## src/rtl/button_mmio_ctrl_if.sv

```systemverilog
// dmem-side bus bundle for button_mmio_ctrl: processor address/store/read paths plus dmem read data.
// The master side is the surrounding system; the slave side is the controller.
interface button_mmio_ctrl_if #(
  parameter int ADDR_W = 12
);
  logic [ADDR_W-1:0] address_dmem;
  logic [31:0]       data;
  logic              wren;
  logic [31:0]       q_mem;
  logic [31:0]       q_proc;
  logic              wren_mem;

  modport master (
    output address_dmem, data, wren, q_mem,
    input  q_proc, wren_mem
  );

  modport slave (
    input  address_dmem, data, wren, q_mem,
    output q_proc, wren_mem
  );
endinterface

```

## src/rtl/button_mmio_ctrl.sv

```systemverilog
// Push-button front end: per-channel synchroniser, debouncer and rising-edge detector,
// exposed as LEVEL/EVENT/MASK/COUNT words spliced into the dmem read/write path.
module button_mmio_ctrl #(
  parameter int              NUM_BTN         = 4,
  parameter int              DEBOUNCE_CYCLES = 50000,
  parameter int              ADDR_W          = 12,
  parameter logic [ADDR_W-1:0] BASE_ADDR     = 12'hFF0,
  parameter int              CNT_W           = 16
) (
  input  logic               clock,
  input  logic               reset,
  input  logic [NUM_BTN-1:0] btn_raw,
  button_mmio_ctrl_if.slave  bus,
  output logic [NUM_BTN-1:0] btn_level,
  output logic               irq
);

  localparam int              DB_W    = (DEBOUNCE_CYCLES > 1) ? $clog2(DEBOUNCE_CYCLES) : 1;
  localparam logic [DB_W-1:0]  DB_LAST = DB_W'(DEBOUNCE_CYCLES - 1);
  localparam logic [CNT_W-1:0] CNT_MAX = {CNT_W{1'b1}};

  logic [NUM_BTN-1:0] sync1_r;
  logic [NUM_BTN-1:0] sync2_r;
  logic [DB_W-1:0]    db_cnt_r [NUM_BTN];
  logic [NUM_BTN-1:0] level_r;
  logic [NUM_BTN-1:0] level_prev_r;
  logic [NUM_BTN-1:0] event_r;
  logic [NUM_BTN-1:0] mask_r;
  logic [CNT_W-1:0]   count_r;
  logic               irq_r;

  logic               hit_s;
  logic [1:0]         offset_s;
  logic               reg_wr_s;
  logic [NUM_BTN-1:0] rise_s;
  logic [NUM_BTN-1:0] event_next_s;
  logic [NUM_BTN-1:0] mask_next_s;
  logic [CNT_W-1:0]   count_base_s;
  logic [CNT_W-1:0]   count_next_s;
  logic [31:0]        rdata_s;

  function automatic logic [5:0] popcount(input logic [NUM_BTN-1:0] v);
    logic [5:0] n;
    n = 6'd0;
    for (int i = 0; i < NUM_BTN; i++) begin
      n = n + {5'd0, v[i]};
    end
    return n;
  endfunction

  function automatic logic [CNT_W-1:0] sat_add(input logic [CNT_W-1:0] a, input logic [5:0] b);
    logic [CNT_W+5:0] sum;
    sum = {6'd0, a} + {{CNT_W{1'b0}}, b};
    if (sum > {6'd0, CNT_MAX}) begin
      return CNT_MAX;
    end else begin
      return sum[CNT_W-1:0];
    end
  endfunction

  assign hit_s    = (bus.address_dmem[ADDR_W-1:2] == BASE_ADDR[ADDR_W-1:2]);
  assign offset_s = bus.address_dmem[1:0];
  assign reg_wr_s = bus.wren & hit_s;
  assign rise_s   = level_r & ~level_prev_r;

  // Synchronise, then require DEBOUNCE_CYCLES consecutive disagreeing samples before flipping the level.
  always_ff @(posedge clock) begin
    if (reset) begin
      sync1_r      <= '0;
      sync2_r      <= '0;
      level_r      <= '0;
      level_prev_r <= '0;
      for (int i = 0; i < NUM_BTN; i++) begin
        db_cnt_r[i] <= '0;
      end
    end else begin
      sync1_r      <= btn_raw;
      sync2_r      <= sync1_r;
      level_prev_r <= level_r;
      for (int i = 0; i < NUM_BTN; i++) begin
        if (sync2_r[i] == level_r[i]) begin
          db_cnt_r[i] <= '0;
        end else if (db_cnt_r[i] == DB_LAST) begin
          level_r[i]  <= ~level_r[i];
          db_cnt_r[i] <= '0;
        end else begin
          db_cnt_r[i] <= db_cnt_r[i] + DB_W'(1);
        end
      end
    end
  end

  // Register writes; a same-cycle edge wins over W1C and is added on top of a COUNT clear.
  always_comb begin
    event_next_s = event_r | rise_s;
    mask_next_s  = mask_r;
    count_base_s = count_r;
    if (reg_wr_s) begin
      case (offset_s)
        2'd1:    event_next_s = (event_r & ~bus.data[NUM_BTN-1:0]) | rise_s;
        2'd2:    mask_next_s  = bus.data[NUM_BTN-1:0];
        2'd3:    count_base_s = '0;
        default: mask_next_s  = mask_r;
      endcase
    end else begin
      mask_next_s = mask_r;
    end
    count_next_s = sat_add(count_base_s, popcount(rise_s));
  end

  // Architectural register state and the registered interrupt.
  always_ff @(posedge clock) begin
    if (reset) begin
      event_r <= '0;
      mask_r  <= '0;
      count_r <= '0;
      irq_r   <= 1'b0;
    end else begin
      event_r <= event_next_s;
      mask_r  <= mask_next_s;
      count_r <= count_next_s;
      irq_r   <= |(event_r & mask_r);
    end
  end

  // Zero-latency read mux; unused upper bits read as zero.
  always_comb begin
    rdata_s = 32'd0;
    case (offset_s)
      2'd0:    rdata_s[NUM_BTN-1:0] = level_r;
      2'd1:    rdata_s[NUM_BTN-1:0] = event_r;
      2'd2:    rdata_s[NUM_BTN-1:0] = mask_r;
      2'd3:    rdata_s[CNT_W-1:0]   = count_r;
      default: rdata_s              = 32'd0;
    endcase
  end

  assign bus.q_proc   = hit_s ? rdata_s : bus.q_mem;
  assign bus.wren_mem = bus.wren & ~hit_s;
  assign btn_level    = level_r;
  assign irq          = irq_r;

endmodule

```

## src/flat_wrapper.sv

```systemverilog
// flat-port wrapper written by rule: the top's interface ports become plain ports
module button_mmio_ctrl_flat 
#(
  parameter int              NUM_BTN         = 4,
  parameter int              DEBOUNCE_CYCLES = 50000,
  parameter int              ADDR_W          = 12,
  parameter logic [ADDR_W-1:0] BASE_ADDR     = 12'hFF0,
  parameter int              CNT_W           = 16
)
  (clock, reset, btn_raw, btn_level, irq, bus_address_dmem, bus_data, bus_wren, bus_q_mem, bus_q_proc, bus_wren_mem);
  button_mmio_ctrl_if #(.ADDR_W(ADDR_W)) bus_i ();
  input  logic clock;
  input  logic reset;
  input  logic [NUM_BTN-1:0] btn_raw;
  output logic [NUM_BTN-1:0] btn_level;
  output logic irq;
  input wire logic [$bits(bus_i.address_dmem)-1:0] bus_address_dmem;
  input wire logic [$bits(bus_i.data)-1:0] bus_data;
  input wire logic [$bits(bus_i.wren)-1:0] bus_wren;
  input wire logic [$bits(bus_i.q_mem)-1:0] bus_q_mem;
  output wire logic [$bits(bus_i.q_proc)-1:0] bus_q_proc;
  output wire logic [$bits(bus_i.wren_mem)-1:0] bus_wren_mem;
  assign bus_i.address_dmem = bus_address_dmem;
  assign bus_i.data = bus_data;
  assign bus_i.wren = bus_wren;
  assign bus_i.q_mem = bus_q_mem;
  assign bus_q_proc = bus_i.q_proc;
  assign bus_wren_mem = bus_i.wren_mem;
  button_mmio_ctrl #(.NUM_BTN(NUM_BTN), .DEBOUNCE_CYCLES(DEBOUNCE_CYCLES), .ADDR_W(ADDR_W), .BASE_ADDR(BASE_ADDR), .CNT_W(CNT_W)) u_core (.clock(clock), .reset(reset), .btn_raw(btn_raw), .bus(bus_i), .btn_level(btn_level), .irq(irq));
endmodule
```

## config.mk

```make
export PLATFORM = sky130hd
export DESIGN_NAME = button_mmio_ctrl_flat
export DESIGN_NICKNAME = d
export VERILOG_FILES = /design/src/rtl/button_mmio_ctrl_if.sv /design/src/rtl/button_mmio_ctrl.sv /design/src/flat_wrapper.sv
export SDC_FILE = /design/constraint.sdc
export NUM_CORES = 1
export LEC_CHECK = 0
export ABC_CLOCK_PERIOD_IN_PS = 3600
export CAP_MARGIN = 5
export CORE_ASPECT_RATIO = 0.75
export CORE_MARGIN = 2
export CORE_UTILIZATION = 34
export CTS_CLUSTER_SIZE = 25
export DETAILED_ROUTE_END_ITERATION = 6
export HOLD_SLACK_MARGIN = 0.15
export PLACE_DENSITY = 0.65
export SLEW_MARGIN = 20
export SYNTH_ARGS = -nofsm -noshare
export SYNTH_HDL_FRONTEND = slang
export SYNTH_SLANG_ARGS = --single-unit
```

## constraint.sdc

```tcl
create_clock -name clock -period 3.6 [get_ports clock]
set_input_delay 0.72 -clock clock [delete_from_list [all_inputs] [get_ports clock]]
set_output_delay 0.72 -clock clock [all_outputs]
set_load 0.02 [all_outputs]
```

== Word level (Yosys, flattened, before mapping) ==
Memories as Yosys holds them, arrays and structs flattened.
Index checks and enable logic that the tools add are counted.

* Add/subtract/negate cells: 8
* Order comparisons: 1
* Equality and inequality tests: 12
* Multiplexer cells: 66
* Bitwise gates (word level): 30
* Reduce and logical (&&, ||, !) cells: 7

{| class="wikitable"
|+ Operators by type and width
! kind !! count
|-
| 2-to-1 mux 16 bit || 15
|-
| adder 16 x 1 -> 16 bit, second input constant || 4
|-
| == test 16 bit, second input constant || 4
|-
| 2-to-1 mux 1 bit || 46
|-
| 2-to-1 mux 32 bit || 1
|-
| > comparator 22 x 16 -> 1 bit, second input constant || 1
|-
| adder 16 x 6 -> 17 bit || 1
|-
| one-hot mux 4 bit (4 select lines) || 1
|-
| adder 6 x 1 -> 6 bit || 2
|-
| AND 4 bit || 3
|-
| 2-to-1 mux 12 bit || 1
|-
| OR 1 bit || 12
|-
| == test 10 bit, second input constant || 1
|-
| AND reduction 2 bit || 5
|-
| NOT 1 bit || 9
|-
| 2-to-1 mux 4 bit || 2
|-
| NOT 4 bit || 2
|-
| OR 4 bit || 2
|-
| == test 1 bit || 4
|-
| == test 2 bit, second input constant || 2
|-
| OR reduction 4 bit || 1
|-
| adder 1 x 1 -> 2 bit || 1
|-
| AND 1 bit || 2
|-
| == test 2 x 1 -> 1 bit, second input constant || 1
|-
| logical NOT 2 bit || 1
|}

* Bits in registers: 41
* Bits in writable memories: 64
* Input port bits: 83
* Output and inout port bits: 38
* Logic and storage cells: 136
* Memories kept: 1

{| class="wikitable"
|+ Memory list
! name !! depth !! width !! read ports !! clocked after Yosys merged registers in !! wr ports !! RTL line !! RTL
|-
| u_core.db_cnt_r || 4 || 16 || 4 || 0 || 4 || button_mmio_ctrl.sv:24 || <nowiki>logic [DB_W-1:0] db_cnt_r [NUM_BTN];</nowiki>
|}

== Depth between registers and ports, before layout ==
Gate-level depths: netlist of the first run.

* Word-level depth: 8
* Gate-level depth with buffers: 14
* Gate-level depth less buffers: 11

== Least setup slack after synthesis of the first run ==
OpenSTA, ideal clock, no wires.

* Path kind: reg2reg
* Start: register u_core.level_r[0], in the netlist u_core.btn_level[0]
* End: register u_core.count_r[11]
* Setup time: 0.067 ns
* Data arrival time: 3.337 ns
* Required time: 3.533 ns
* Slack: 0.196 ns
* Cell stages (with the launch flop): 13
* Buffers on the path: 1
* Clock period less this slack: 3.404 ns
* Cells stage by stage: dfxtp_1 > nor2b_1 > ha_1 > fa_1 > ha_1 > inv_1 > fa_1 > nand2b_1 > a2111oi_4 > nand3b_4 > or2_1 > buf_6 > o21ai_2

* Word-level cells in the longest chain between the ends: 7

{| class="wikitable"
|+ Ends and longest elaborated chain
! what !! RTL line !! RTL
|-
| from (decl) || button_mmio_ctrl.sv:25 || <nowiki>logic [NUM_BTN-1:0] level_r;</nowiki>
|-
| from (signal, indexed assignment) || button_mmio_ctrl.sv:84 || <nowiki>level_r[i] <= ~level_r[i];</nowiki>
|-
| AND 4 bit * || button_mmio_ctrl.sv:64 || <nowiki>assign rise_s = level_r & ~level_prev_r;</nowiki>
|-
| adder 1 x 1 -> 2 bit * || button_mmio_ctrl.sv:46 || <nowiki>n = n + {5'd0, v[i]};</nowiki>
|-
| adder 6 x 1 -> 6 bit * (2 in a row) || button_mmio_ctrl.sv:46 ||
|-
| adder 16 x 6 -> 17 bit * || button_mmio_ctrl.sv:53 || <nowiki>sum = {6'd0, a} + {{CNT_W{1'b0}}, b};</nowiki>
|-
| > comparator 22 x 16 -> 1 bit || button_mmio_ctrl.sv:54 || <nowiki>if (sum > {6'd0, CNT_MAX}) begin</nowiki>
|-
| 2-to-1 mux 16 bit * || button_mmio_ctrl.sv:54 ||
|-
| to (signal assigned) || button_mmio_ctrl.sv:121 || <nowiki>count_r <= count_next_s;</nowiki>
|-
| to (decl) || button_mmio_ctrl.sv:29 || <nowiki>logic [CNT_W-1:0] count_r;</nowiki>
|}

Every way passes the cells marked *; elsewhere a longest branch is shown, timed or not.
A chain may end at the register's enable or synchronous reset.

== Final worst setup path of the first run ==
* Start: input bus_address_dmem[11]
* End: output bus_q_proc[10]

* Word-level cells in the longest chain between the ends: 2

{| class="wikitable"
|+ Ends and longest elaborated chain
! what !! RTL line !! RTL
|-
| from (decl) || flat_wrapper.sv:17 || <nowiki>input wire logic [$bits(bus_i.address_dmem)-1:0] bus_address_dmem;</nowiki>
|-
| == test 10 bit || button_mmio_ctrl.sv:61 || <nowiki>assign hit_s = (bus.address_dmem[ADDR_W-1:2] == BASE_ADDR[ADDR_W-1:2]);</nowiki>
|-
| 2-to-1 mux 32 bit || button_mmio_ctrl.sv:138 || <nowiki>assign bus.q_proc = hit_s ? rdata_s : bus.q_mem;</nowiki>
|-
| to (decl) || flat_wrapper.sv:21 || <nowiki>output wire logic [$bits(bus_i.q_proc)-1:0] bus_q_proc;</nowiki>
|}

No other way between the ends.

==> summary.md, run 1 <==
| Metric | Value |
|---|---|
| Tightest slew margin relative to the limit | `53.8%` |
| Area added between synthesis and finish | `32.3%` |
| Wire length on met3 | `732 um` |
| Wire length after detailed routing | `11700 um` |
| Register area share after synthesis | `48.0%` |
| Synth warn | `0` |
| R2R cell count | `11` |
| Num rows | `41` |
| Number of pins exceeding their max-slew limit in the final report | `0` |
| Via count | `4404` |
| Effective utilization at floorplan | `34.4%` |
| Leading area contributor after synthesis | `edfxtp_1` |
| Total standard cell area after synthesis | `0.00571 mm2` |
| Maxcap violations | `0` |
| Data arrival time at the worst-slack endpoint | `2.76 ns` |
| Async set-reset flop share out of synthesis | `0%` |
| Path type of the worst setup path | `input port to output pin` |
| Areal power density over the cells | `334 mW/mm2` |
| Unrepaired setup endpoints after global routing | `false` |
| Synth Instances | `581` |
| Met2 Routed Length | `4930 um` |
| Most frequent cells after synthesis | `91 x nor2_1, 64 x edfxtp_1, 64 x nand2_1, 43 x xnor2_1, 41 x dfxtp_1` |
| Maximum fanout count along the critical path | `31` |
| Area share of the leading cell type in the synthesized netlist | `33.6%` |
| Main synth FF type | `edfxtp_1` |
| Number of antenna violations at the first check in global routing | `0` |
| Most area-consuming cells after synthesis | `edfxtp_1 34%, dfxtp_1 14%, xnor2_1 6.6%, nor2_1 6.0%, nand2_1 4.2%` |
| Post-CTS repair timing setup buffer count | `0` |
| Worst hold path stage count | `1` |
| # H-tree levels | `3` |
| Placed wire-length estimate after detailed placement | `8900 um` |
| Slew at the pin closest to its max-slew limit | `0.691 ns` |
| DR vias/cell | `4.55` |
| Layout Skew | `0.00298 ns` |
| Area of the placeable core | `0.0166 mm2` |
| Syn Area/Cell | `9.83 um2` |
| Ordered list of cells on the worst path | `clkdlybuf4s50_1 > nand4_1 > buf_4 > or3_1 > buf_12 > nand2_1 > nand2_1 > clkdlybuf4s50_1` |
| Number of routed nets with antenna violations | `0` |
| Most common cell in the synthesized netlist | `nor2_1` |
| Maximum buffer depth of the clock tree | `2` |
| Element type at the critical path start | `input port` |
| Fin Setup TNS | `0 ns` |
| Maximum cell stage delay along the critical path | `0.53 ns` |
| Global routing usage summed across all routing layers | `13.7%` |
| Instance area at placement | `0.00721 mm2` |
| Via count of the first global-routing pass | `4059` |
| Horizontal die dimension | `154 um` |
| Cell type of the slowest stage on the worst timing path | `clkdlybuf4s50_1` |
| TritonCTS clock tree | `yes` |
| FF-to-FF End | `u_core.count_r[10]` |
| WL/cell | `12.1 um` |
| Wire length on met1 | `5950 um` |
| Reg2Reg Launch Point | `u_core.btn_level[1]` |
| Uppermost signal routing layer after detailed routing | `met4` |
| CTS clk-pin slew, worst paths | `0.07 ns` |
| Insertion delay to the later sink of the worst-skew pair | `0.34 ns` |
| Category of cells accounting for the largest share of critical-path delay | `buffers and inverters` |
| GR Overflow Total | `0` |
| Outcome | `completed` |
| Maximum number of pins on one net before global-route repair | `32` |
| Routability congestion estimate from global placement | `0.745` |
| Cell area after layout | `0.00756 mm2` |
| Count of buffers inserted at the top-level ports | `92` |
| Data required time at the worst endpoint | `2.88 ns` |
| Hold Path End | `u_core.sync2_r[0]` |
| Clock sink total | `105` |
| Iteration-0 DRC count of the detailed router | `250` |
| Post-synthesis sequential element count | `105` |
| Die ar. | `0.0179 mm2` |
| Count of flip-flops with a built-in enable after synthesis | `64` |
| Total leakage power | `3.09 nW` |
| Min Clock Period, post-route | `3.48 ns` |
| Hold_sp | `u_core.sync1_r[0]` |
| Detailed-router iteration count before antenna repair | `4` |
| Die height | `116 um` |
| Global-route wire length before repair | `19700 um` |
| Buf+Inv Stages, Crit Path | `4` |
| Clock Tree Root | `clkbuf_16` |
| Worst reg2reg setup slack | `0.20 ns` |
| Setup crit end kind | `output pin` |
| Number of distinct library cells after synthesis | `54` |
| Number of hold violations in the final report | `0` |
| Total of endpoints with negative setup slack in the final report | `0` |
| Antenna Diode Count | `0` |
| Final Cycle Share | `96.7%` |
| Number of clock buffers inserted by TritonCTS | `9` |
| Fraction of final layout cells sized beyond drive strength 1 | `7.97%` |
| Worst min path class | `flop to flop` |
| Maximum clock rate | `287 MHz` |
| Worst-case hold slack | `0.435 ns` |
| Io pins | `121` |
| DRC Markers | `0` |
| Net total in the final layout | `842` |
| Max IR drop VDD | `0.000246 V` |
## timing repair
action | 4_1_cts | 5_1_grt
setup endpoints to repair | 0 | 33
gates resized for setup | 0 | 26
hold buffers | 0 | 0
## per-layer routing
metal	vias to the layer above	track usage, %
li1	2276	-
met1	2004	18.9
met2	113	21.6
met3	11	3.64
met4	0	3.30
met5	-	0
## cell type report
class	count	area (um2)
repair buffers	115	1170
well taps	215	269
multi-input cells	503	3040
flip-flops and latches	105	2740
inverters	14	52.6
clock buffers	10	229
fillers	1586	9060
clock inverters	6	58.8
## metrics by stage
step           power [mW]  utilization, %  setup WS (ns)  std cells
5_1_grt              2.64            45.5        0.00153        968
3_5_place_dp         1.60            43.4        -0.0912        952
3_3_place_gp         1.59            43.4        -0.0834        952
2_1_floorplan        1.48               -          0.196        644
6_report             2.52            45.5          0.117        968
4_1_cts              2.56            45.1         0.0211        968
## flip-flops by register name, summed over array words and instances, names as in the netlist
register,cells
u_core.level_prev_r,4
u_core.sync2_r,4
u_core.irq,1
u_core.event_r,4
u_core.count_r,16
u_core.sync1_r,4
u_core.mask_r,4
u_core.btn_level,4
u_core.db_cnt_r,64
## how the worst max path moves through the flow
stage | start | to | slack [ns] | cells past startpoint
6_report | bus_address_dmem[11] | bus_q_proc[10] | 0.12 | 8
5_1_grt | bus_address_dmem[11] | bus_q_proc[5] | 0.002 | 8
4_1_cts | bus_address_dmem[11] | bus_q_proc[19] | 0.02 | 7
3_5_place_dp | bus_address_dmem[11] | u_core.count_r[10] | -0.09 | 10
3_3_place_gp | bus_address_dmem[11] | u_core.count_r[5] | -0.08 | 10
2_1_floorplan | u_core.btn_level[0] | u_core.count_r[11] | 0.20 | 12
## power breakdown
group | internal [mW] | switching, mW
Sequential | 1.31 | 0.0323
Clock | 0.534 | 0.423
Combinational | 0.124 | 0.101
## placed cells by master, fill, tap and decap left out, types with 4 or more instances in the layout
cell type / synthesis / layout
buf_4: 1 / 22
nor3_1: 13 / 13
and3b_1: 5 / 5
nor4_1: 6 / 6
nor2_1: 91 / 91
nand3_1: 37 / 37
o21ai_2: 8 / 8
dfxtp_1: 41 / 41
nor2b_1: 19 / 19
mux2i_1: 9 / 9
ha_1: 9 / 9
a21oi_1: 11 / 11
clkdlybuf4s50_1: 0 / 67
or3_1: 5 / 5
and2_1: 23 / 23
inv_1: 14 / 14
nand2_1: 64 / 64
xnor2_1: 43 / 43
dlymetal6s2s_1: 0 / 25
clkbuf_16: 0 / 9
nand4_1: 11 / 11
xor2_1: 26 / 26
conb_1: 1 / 64
and4_1: 4 / 4
and3_1: 17 / 17
edfxtp_1: 64 / 64
## logic make-up after synthesis
kind of cell	count (synthesis)	share of synthesized area, %
other	1	0.0657
multiplexers	13	3.22
XOR/XNOR	69	10.6
flip-flops	105	48.0
adder cells (fa/ha/maj)	11	2.67
AND/OR/NAND/NOR	318	28.7
AO/OA/AOI/OAI	28	3.83
buffers and inverters	36	2.96
(Power assumes the default switching activity.)
==> run 2: changes to the inputs <==
CAP_MARGIN = default   (was 5)
PLACE_DENSITY = 0.57   (was 0.65)
==> run 2 against run 1 <==
Compared with the run above:
- global-route usage increased by 0.37 points
- worst hold slack improved by 0.0090 ns
- critical path type unchanged
- largest power group unchanged
- clock skew rose by 0.0045 ns
==> summary.md, run 2 (same netlist as run 1, synthesis figures left out) <==
| Metric | Value |
|---|---|
| Worst reg2reg setup slack | `0.27 ns (+0.07 ns)` |
| Outcome | `completed` |
| WL/cell | `12.7 um (+5.0%)` |
| Instance area at placement | `0.00721 mm2 (unchanged)` |
| Number of routed nets with antenna violations | `0 (unchanged)` |
| Horizontal die dimension | `154 um (unchanged)` |
| TritonCTS clock tree | `yes` |
| Wire length after detailed routing | `12300 um (+5.0%)` |
| GR Overflow Total | `0 (unchanged)` |
| Net total in the final layout | `842 (unchanged)` |
| Leading cell types in the layout, fill and taps excluded | `92 x clkdlybuf4s50_1, 91 x nor2_1, 64 x nand2_1, 64 x edfxtp_1, 64 x conb_1` |
| Via count | `4427 (+0.52%)` |
| Setup crit end kind | `output pin` |
| Global routing usage summed across all routing layers | `14.1% (+0.37 points)` |
| Register ranked first by flip-flop count | `u_core.db_cnt_r` |
| Fraction of final layout cells sized beyond drive strength 1 | `7.84% (-0.13 points)` |
| Most numerous cell on the critical path | `clkdlybuf4s50_1` |
| R2R cell count | `11 (unchanged)` |
| Cts repair resizes | `0 (unchanged)` |
| Data arrival time at the worst-slack endpoint | `2.71 ns (-0.05 ns)` |
| Clock sink total | `105 (unchanged)` |
| Die ar. | `0.0179 mm2 (unchanged)` |
| Total of endpoints with negative setup slack in the final report | `0 (unchanged)` |
| Number of clock buffers inserted by TritonCTS | `9 (unchanged)` |
| # H-tree levels | `3 (unchanged)` |
| Hold Path End | `u_core.sync2_r[0]` |
| Io pins | `121 (unchanged)` |
| Antenna Diode Count | `0 (unchanged)` |
| Total leakage power | `2.87 nW (-7.2%)` |
| Die height | `116 um (unchanged)` |
| Worst-case hold slack | `0.444 ns (+0.00905 ns)` |
| Area of the placeable core | `0.0166 mm2 (unchanged)` |
| Flip-flop and latch area | `0.00274 mm2 (unchanged)` |
| Min Clock Period, post-route | `3.43 ns (-0.0545 ns)` |
| Number of antenna violations at the first check in global routing | `0 (unchanged)` |
| Effective utilization at floorplan | `34.4% (unchanged)` |
| CTS Hold Buffers Added | `0 (unchanged)` |
| Multi-input logic area | `0.00304 mm2 (about the same)` |
| DR vias/cell | `4.57 (+0.52%)` |
| Number of fill cells | `1581 (-0.32%)` |
| Maximum cell stage delay along the critical path | `0.54 ns (about the same)` |
| Layout Skew | `0.00752 ns (+0.00454 ns)` |
| Number of hold violations in the final report | `0 (unchanged)` |
| Biggest regs | `u_core.db_cnt_r x64, u_core.count_r x16` |
| Insertion delay to the later sink of the worst-skew pair | `0.35 ns (about the same)` |
| Placed wire-length estimate after detailed placement | `9460 um (+6.4%)` |
| Worst hold path stage count | `1 (unchanged)` |
| Leading cell type in the layout, fill and taps excluded | `clkdlybuf4s50_1` |
| Maximum number of pins on one net before global-route repair | `34 (+6.3%)` |
| Cell type of the slowest stage on the worst timing path | `clkdlybuf4s50_1` |
| Maxcap violations | `0 (unchanged)` |
| Post-CTS repair timing setup buffer count | `0 (unchanged)` |
| Routability congestion estimate from global placement | `0.901 (+21%)` |
| Element type at the critical path start | `input port` |
| Placed cell count | `952 (unchanged)` |
| FF-to-FF End | `u_core.count_r[14]` |
| Number of cells in the finished layout apart from fillers | `968 (unchanged)` |
| Reg2Reg Launch Point | `u_core.btn_level[0]` |
| Num rows | `41 (unchanged)` |
| Path type of the worst setup path | `input port to output pin` |
| Max IR drop VDD | `0.000229 V (-6.8%)` |
| Worst min path class | `flop to flop` |
| Start point of the critical path | `bus_address_dmem[10]` |
| Slew at the pin closest to its max-slew limit | `0.581 ns (-0.111 ns)` |
| Clock Tree Root | `clkbuf_16` |
| Maximum buffer depth of the clock tree | `2 (unchanged)` |
| Number of pins exceeding their max-slew limit in the final report | `0 (unchanged)` |
| Data required time at the worst endpoint | `2.88 ns (about the same)` |
| Iteration-0 DRC count of the detailed router | `262 (+4.8%)` |
| Area added between synthesis and finish | `31.1%` |
| Detailed-router iteration count before antenna repair | `4 (unchanged)` |
| DRC Markers | `0 (unchanged)` |
| Global-route wire length before repair | `20000 um (+1.3%)` |
| Final Cycle Share | `95.2% (-1.5 points)` |
| Areal power density over the cells | `333 mW/mm2 (-0.12%)` |
| CTS clk-pin slew, worst paths | `0.07 ns (about the same)` |
| Largest register FFs | `64 (unchanged)` |
| Via count of the first global-routing pass | `4088 (+0.71%)` |
| Tightest slew margin relative to the limit | `61.3% (+7.5 points)` |
| Ordered list of cells on the worst path | `clkdlybuf4s50_1 > nand4_1 > or3_1 > buf_12 > and2_1 > clkdlybuf4s50_1` |
| Unrepaired setup endpoints after global routing | `false` |
| Hold_sp | `u_core.sync1_r[0]` |
| Count of buffers inserted at the top-level ports | `92 (unchanged)` |
| Maximum fanout count along the critical path | `33 (+6.5%)` |
| Cell area after layout | `0.00749 mm2 (-0.93%)` |
| Maximum clock rate | `292 MHz (+1.6%)` |
[run 2: changes by cell type in the layout (fill, tap and decap cells not counted), moves of 2 or more]
cell	delta
clkbuf_8	+2
clkdlybuf4s50_1	+25
clkinvlp_4	-2
dlymetal6s2s_1	-25
[run 2: cell type report]
type	count	share of cell area, %
multi-input combinational	503	40.6
sequential	105	36.6
timing repair buffer	115	14.8
tap	215	3.59
clock buffer	13	3.48
inverter	14	0.702
clock inverter	3	0.234
[run 2: worst max-delay path: cells and delay by family]
kind          cells  cell delay [ns]
simple gates      3             0.82
buf+inv           3             1.18
[run 2: routing by layer]
layer,vias to the layer above,part of all wire [%],track usage (%)
met2,117,44,22.8
met4,0,0.39,3.67
li1,2278,-,-
met3,2,6.6,4.23
met5,-,0,0
met1,2030,49,18.6
[run 2: how the worst max path moves through the flow]
stage	endpoint	slack, ns	cells after the start
detailed placement	u_core.count_r[3]	-0.22	10
floorplan	u_core.count_r[11]	0.20	12
CTS	u_core.count_r[3]	0.13	10
finish	bus_q_proc[22]	0.17	6
global route	bus_q_proc[4]	0.01	6
global placement	u_core.count_r[5]	-0.17	10
[run 2: per-stage QoR]
step | TNS (ns) | worst slack (ns) | total power [mW] | util (%)
finish | 0 | 0.172 | 2.50 | 45.0
global placement | -1.58 | -0.173 | 1.59 | 43.4
detailed placement | -2.18 | -0.216 | 1.60 | 43.4
floorplan | 0 | 0.196 | 1.48 | -
global route | 0 | 0.0120 | 2.60 | 45.0
CTS | 0 | 0.133 | 2.54 | 45.0
[run 2: power by group]
part           internal, mW  total (mW)  switching [mW]
logic                 0.127       0.231           0.104
registers              1.31        1.34          0.0327
clock network         0.506       0.924           0.418
